===== config.mk =====
export PLATFORM = sky130hd
export DESIGN_NAME = edgetracing_mul_share_arbiter
export DESIGN_NICKNAME = d
export VERILOG_FILES = /design/src/rtl/edgetracing_pkg.sv /design/src/rtl/edgetracing_accel_mul_mul_10ns_6ns_15_4_1.sv /design/src/rtl/edgetracing_mul_share_arbiter_rr_arbiter.sv /design/src/rtl/edgetracing_mul_share_arbiter.sv
export SDC_FILE = /design/constraint.sdc
export NUM_CORES = 1
export LEC_CHECK = 0
export BUFFER_PORTS_ARGS = -buffer_cell sky130_fd_sc_hd__buf_2
export CAP_MARGIN = 20
export CORE_AREA = 2 2 97 99
export DETAILED_ROUTE_END_ITERATION = 7
export DIE_AREA = 0 0 99 101
export PLACE_DENSITY = 0.83
export SYNTH_ARGS = -nofsm -noshare
export SYNTH_HDL_FRONTEND = slang
export SYNTH_SLANG_ARGS = --single-unit

===== constraint.sdc =====
create_clock -name ap_clk -period 6.66 [get_ports ap_clk]
set_input_delay 0.666 -clock ap_clk [delete_from_list [all_inputs] [get_ports ap_clk]]
set_output_delay 0.666 -clock ap_clk [all_outputs]
set_load 0.02 [all_outputs]

===== src/rtl/edgetracing_pkg.sv =====
// Shared constants and types for the edge-tracing accelerator multiplier datapath.
package edgetracing_pkg;

  localparam int unsigned MUL_A_W  = 10;
  localparam int unsigned MUL_B_W  = 6;
  localparam int unsigned MUL_P_W  = 15;
  localparam int unsigned MUL_PIPE = 3;

  // Wide enough for up to 8 requesters; narrower IDs are zero-extended.
  localparam int unsigned TAG_ID_W = 3;

  typedef struct packed {
    logic                valid;
    logic [TAG_ID_W-1:0] id;
  } mul_tag_t;

endpackage


===== src/rtl/edgetracing_accel_mul_mul_10ns_6ns_15_4_1.sv =====
// Pipelined unsigned multiplier: operand regs, product reg, output reg, all gated by ce.
module edgetracing_accel_mul_mul_10ns_6ns_15_4_1 #(
  parameter int unsigned ID         = 1,
  parameter int unsigned NUM_STAGE  = 4,
  parameter int unsigned din0_WIDTH = 10,
  parameter int unsigned din1_WIDTH = 6,
  parameter int unsigned dout_WIDTH = 15
) (
  input  logic                  clk,
  input  logic                  reset,
  input  logic                  ce,
  input  logic [din0_WIDTH-1:0] din0,
  input  logic [din1_WIDTH-1:0] din1,
  output logic [dout_WIDTH-1:0] dout
);

  logic [din0_WIDTH-1:0] a_reg;
  logic [din1_WIDTH-1:0] b_reg;
  logic [dout_WIDTH-1:0] a_ext, b_ext, p_tmp, p_reg;

  // Multiplying at output width keeps only the low bits; overflow wraps.
  assign a_ext = dout_WIDTH'(a_reg);
  assign b_ext = dout_WIDTH'(b_reg);

  always_ff @(posedge clk) begin
    if (ce) begin
      a_reg <= din0;
      b_reg <= din1;
      p_tmp <= a_ext * b_ext;
      p_reg <= p_tmp;
    end
  end

  assign dout = p_reg;

  logic unused_cfg;
  assign unused_cfg = ^{reset, 32'(ID), 32'(NUM_STAGE)};

endmodule


===== src/rtl/edgetracing_mul_share_arbiter_rr_arbiter.sv =====
// Round-robin arbiter: scans upward from the pointer, pointer moves past each accepted winner.
module rr_arbiter #(
  parameter int unsigned NUM_REQ = 4,
  parameter int unsigned ID_W    = 2
) (
  input  logic               clk,
  input  logic               rst_n,
  input  logic [NUM_REQ-1:0] req,
  input  logic               en,
  input  logic               advance,
  output logic [NUM_REQ-1:0] gnt,
  output logic [ID_W-1:0]    gnt_idx
);

  logic [ID_W-1:0] ptr_q, ptr_d;
  logic [ID_W-1:0] cand;
  logic            found;

  always_comb begin
    found   = 1'b0;
    gnt_idx = '0;
    cand    = '0;
    for (int unsigned k = 0; k < NUM_REQ; k++) begin
      cand = ID_W'((32'(ptr_q) + k) % NUM_REQ);
      if (!found && req[cand]) begin
        found   = 1'b1;
        gnt_idx = cand;
      end
    end
  end

  always_comb begin
    gnt = '0;
    if (en && found) gnt[gnt_idx] = 1'b1;
  end

  always_comb begin
    ptr_d = ptr_q;
    if (advance) ptr_d = ID_W'((32'(gnt_idx) + 1) % NUM_REQ);
  end

  always_ff @(posedge clk) begin
    if (!rst_n) ptr_q <= '0;
    else        ptr_q <= ptr_d;
  end

endmodule


===== src/rtl/edgetracing_mul_share_arbiter.sv =====
// Shares one pipelined multiplier among NUM_REQ requesters; results return tagged with
// the requester ID, and consumer backpressure freezes the whole pipe via ce.
module edgetracing_mul_share_arbiter
  import edgetracing_pkg::*;
#(
  parameter int unsigned NUM_REQ = 4,
  parameter int unsigned ID_W    = 2,
  parameter int unsigned MUL_LAT = 4
) (
  input  logic                       ap_clk,
  input  logic                       ap_rst_n,
  input  logic                       arb_en,
  input  logic [NUM_REQ-1:0]         req_valid,
  output logic [NUM_REQ-1:0]         req_ready,
  input  logic [NUM_REQ*MUL_A_W-1:0] req_a,
  input  logic [NUM_REQ*MUL_B_W-1:0] req_b,
  output logic                       rsp_valid,
  input  logic                       rsp_ready,
  output logic [ID_W-1:0]            rsp_id,
  output logic [MUL_P_W-1:0]         rsp_p,
  output logic                       busy
);

  // Issue register plus one tag stage per multiplier register.
  localparam int unsigned TagStages = MUL_PIPE + 1;

  logic               ce, grant_en, hs;
  logic [NUM_REQ-1:0] gnt;
  logic [ID_W-1:0]    gnt_idx;
  logic [MUL_A_W-1:0] op_a, issue_a_q;
  logic [MUL_B_W-1:0] op_b, issue_b_q;
  mul_tag_t           tag_d;
  mul_tag_t           tag_q [TagStages];

  assign ce       = ~rsp_valid | rsp_ready;
  // Holding grants off during reset keeps req_ready low for the reset cycle itself.
  assign grant_en = arb_en & ce & ap_rst_n;
  assign hs       = |(req_valid & gnt);

  rr_arbiter #(
    .NUM_REQ (NUM_REQ),
    .ID_W    (ID_W)
  ) u_arb (
    .clk     (ap_clk),
    .rst_n   (ap_rst_n),
    .req     (req_valid),
    .en      (grant_en),
    .advance (hs),
    .gnt     (gnt),
    .gnt_idx (gnt_idx)
  );

  assign req_ready = gnt;

  always_comb begin
    op_a = '0;
    op_b = '0;
    for (int unsigned i = 0; i < NUM_REQ; i++) begin
      if (gnt[i]) begin
        op_a = req_a[MUL_A_W*i +: MUL_A_W];
        op_b = req_b[MUL_B_W*i +: MUL_B_W];
      end
    end
  end

  always_comb begin
    tag_d       = '0;
    tag_d.valid = hs;
    tag_d.id    = TAG_ID_W'(gnt_idx);
  end

  always_ff @(posedge ap_clk) begin
    if (ce) begin
      issue_a_q <= op_a;
      issue_b_q <= op_b;
    end
  end

  always_ff @(posedge ap_clk) begin
    if (!ap_rst_n) begin
      for (int unsigned i = 0; i < TagStages; i++) tag_q[i] <= '0;
    end else if (ce) begin
      tag_q[0] <= tag_d;
      for (int unsigned i = 1; i < TagStages; i++) tag_q[i] <= tag_q[i-1];
    end
  end

  edgetracing_accel_mul_mul_10ns_6ns_15_4_1 #(
    .ID         (1),
    .NUM_STAGE  (MUL_LAT),
    .din0_WIDTH (MUL_A_W),
    .din1_WIDTH (MUL_B_W),
    .dout_WIDTH (MUL_P_W)
  ) u_mul (
    .clk   (ap_clk),
    .reset (~ap_rst_n),
    .ce    (ce),
    .din0  (issue_a_q),
    .din1  (issue_b_q),
    .dout  (rsp_p)
  );

  always_comb begin
    busy = 1'b0;
    for (int unsigned i = 0; i < TagStages; i++) busy = busy | tag_q[i].valid;
  end

  assign rsp_valid = tag_q[TagStages-1].valid;
  assign rsp_id    = tag_q[TagStages-1].id[ID_W-1:0];

  logic unused_tag;
  assign unused_tag = ^tag_q[TagStages-1].id;

endmodule


==> flow_summary.ini <==
[status]
status = finished, final reports clean

[drt]
ant_nets = 0
drc = 0
finalWirelength_mm = 8.83
wire_per_inst_um = 13.7
first_iter_violations = 144
dr.pass1.iters = 6
vias_per_cell = 5.34
vias = 3438

[timing]
finalHoldViolations = 0
slew_headroom_pct = 32.3
fin_worst_skew_ps = 9.91
slew_viol_final = 0
setup_viol = 0
min_period_ps = 4320
post-route-period-util_pct = 64.8
finalSetupTns_ps = 0
rsz0062_at_grt = false
tightest_slew_ps = 1010
max_freq_mhz = 232

[synthesis]
synth_edf_count = 74
synth-seq-area-share_pct = 46.6
synth_area_mm2 = 0.00485
async_reset_ff_share_pct = 0
synth-seq-cells = 76
syn_avg_cell_area_um2 = 11.1
syn_nets = 569
netlist_instances = 438
synth_cell_types = 43
synth_warnings = 0
synthFlopType = edfxtp_1

[layout]
nFillCells = 678
area_growth_pct = 16.0
drive_gt1_share_pct = 22.9
final_cells = 644
diodes = 0
final_nets = 660

[setup_path]
cp.required_ps = 6770
cp_data_arrival_time_ps = 4430
max_stage_delay_ps = 540
path_common_cell = fa_1
crit_chain = and2_1 -> fa_1 -> fa_1 -> inv_1 -> fa_1 -> inv_1 -> ha_1 -> and2_1 -> a221oi_1 -> a21oi_1 -> o31a_1 -> o211a_1
critPathMaxFanout = 10
endpoint_kind = flop
cpMaxStageDelayCell = fa_1
critPathLaunchType = flop
crit_type = flop to flop

[cts]
clockBufferDepth = 2
clkSinkCount = 76
clk_pin_slew_worst_paths_ps = 70
cts_setup_buffers = 0
clk_latency_ps = 350
h-tree-depth = 3
cts_tree = built
cts_resized = 0
cts_buffers = 9
cts_root_buf = clkbuf_8
holdBufCountCts = 0

[global_routing]
grt_pass1_vias = 3486
grt_max_degree = 75
grt_antenna_before_repair = 0
gr-total-overflow = 0
grt_pass1_wl_mm = 15.1
grt_usage_pct = 19.1

[placed_design]
gp_congestion = 0.842
dp.cells = 629
portBuffers = 94
dpl.hpwl_mm = 6.74

[min_path]
hold_class = flop to flop

[floorplanning]
fp.dieH_um = 101
core-area_mm2 = 0.00898
dieArea_mm2 = 0.0100
io_pins = 95
fp.dieW_um = 99
rows = 35
initial_utilization_pct = 54.1

[pwr]
total_power_uw = 1130
leakagePower_uw = 0.00281
seqPwrFrac_pct = 52.4
p_int_uw = 850
swShare_pct = 24.9
netSwitchingPower_uw = 281
powerDensity_mw_per_mm2 = 201
p_comb_share_pct = 15.3
vdd_drop_max_mv = 0.125
clkPwrFrac_pct = 32.3

[flow_run]
drv_cap = 0
[logic make-up (layout without fill, tap and decap cells)]
| family | after synthesis | after routing | synth area share, % |
|---|---|---|---|
| fa+ha+maj | 59 | 59 | 20.2 |
| xor+xnor | 10 | 10 | 2.09 |
| mux | 1 | 1 | 0.206 |
| flops | 76 | 76 | 46.6 |
| compound gates | 63 | 63 | 9.15 |
| buf+inv | 74 | 169 | 5.80 |
| simple gates | 155 | 155 | 16.0 |
[layer usage]
layer,wire (um),up-vias,share of wire (%),global-route usage [%]
met5,0,-,0,0
met2,4620,115,52,35.1
met1,3550,1629,40,21.7
met4,199,0,2.3,7.80
li1,-,1677,-,-
met3,461,17,5.2,3.68
[critical path: cells and delay by family (launching register included)]
family | cells | cell delay (ps)
compound gates | 4 | 1100
fa+ha+maj | 4 | 1920
buf+inv | 2 | 90
flops | 1 | 520
simple gates | 2 | 440
[layout make-up]
type	instances	area [um2]	area share [%]
Clock inverter	5	77.6	1.38
Inverter	56	210	3.73
Tap cell	111	139	2.47
Sequential cell	76	2260	40.2
Multi-Input combinational cell	288	2310	41.1
Clock buffer	10	128	2.27
Timing Repair Buffer	98	500	8.89
[cells in the final DEF, fill, tap and decap left out, drive strengths merged, types with 2 or more instances in the layout]
cell	Yosys	layout
buf	3	98
edfxtp	74	74
inv	56	56
nor2	47	47
and2	44	44
fa	32	32
ha	27	27
nand2	26	26
a21oi	24	24
a221oi	19	19
nor3	16	16
and3	10	10
clkbuf	15	10
xnor2	6	6
a21o	5	5
o21ai	4	4
xor2	3	3
or4	3	3
o22ai	2	2
nand3	2	2
nand4	2	2
or3	2	2
a22oi	2	2
clkinv	0	2
bufinv	0	2
dfxtp	2	2
a211oi	2	2
[metrics by stage]
stage	utilization [%]	hold slack [ps]	instance area, um2	worst slack, ps
2_1_floorplan	-	400	4850	2720
3_3_place_gp	60.4	400	5420	2530
3_5_place_dp	60.4	405	5420	2420
4_1_cts	62.7	419	5630	2360
5_1_grt	62.7	424	5630	2170
6_report	62.7	416	5630	2340
[Yosys cell counts (2+ instances only)]
cell      number  area, um2
ha_1          27        338
o21ai_0        3       15.0
fa_1          32        641
a221oi_1      18        158
a21oi_1       24        120
xor2_1         3       26.3
and3_1         9       56.3
buf_2          3       15.0
nand4_1        2       12.5
or3_1          2       12.5
nor3_1        16       80.1
xnor2_1        6       52.6
dfxtp_1        2       40.0
edfxtp_1      74       2220
nor2_1        47        176
o22ai_1        2       12.5
clkbuf_1      15       56.3
nand2_1       25       93.8
inv_1         55        206
nand3_1        2       10.0
and2_1        44        275
a22oi_1        2       15.0
or4_1          2       15.0
a21o_1         4       30.0
[power by group through the flow]
stage / sequential (uW) / combinational (uW) / clock [uW]
2_1_floorplan: 605 / 111 / 0
3_3_place_gp: 600 / 167 / 0
3_5_place_dp: 603 / 173 / 0
4_1_cts: 593 / 174 / 375
5_1_grt: 598 / 196 / 394
6_report: 592 / 173 / 366
[worst paths after layout]
path                                   from                        end  slack (ps)  cells past startpoint
setup reg to reg   u_mul.b_reg[5]$_DFFE_PN_  u_mul.p_tmp[14]$_DFFE_PN_        2340                     12
setup / recovery   u_mul.b_reg[5]$_DFFE_PN_  u_mul.p_tmp[14]$_DFFE_PN_        2340                     12
hold reg to reg   u_mul.p_tmp[11]$_DFFE_PN_   u_mul.dout[11]$_DFFE_PN_         420                      0
hold / removal    u_mul.p_tmp[11]$_DFFE_PN_   u_mul.dout[11]$_DFFE_PN_         420                      0
(Power assumes the default switching activity.)
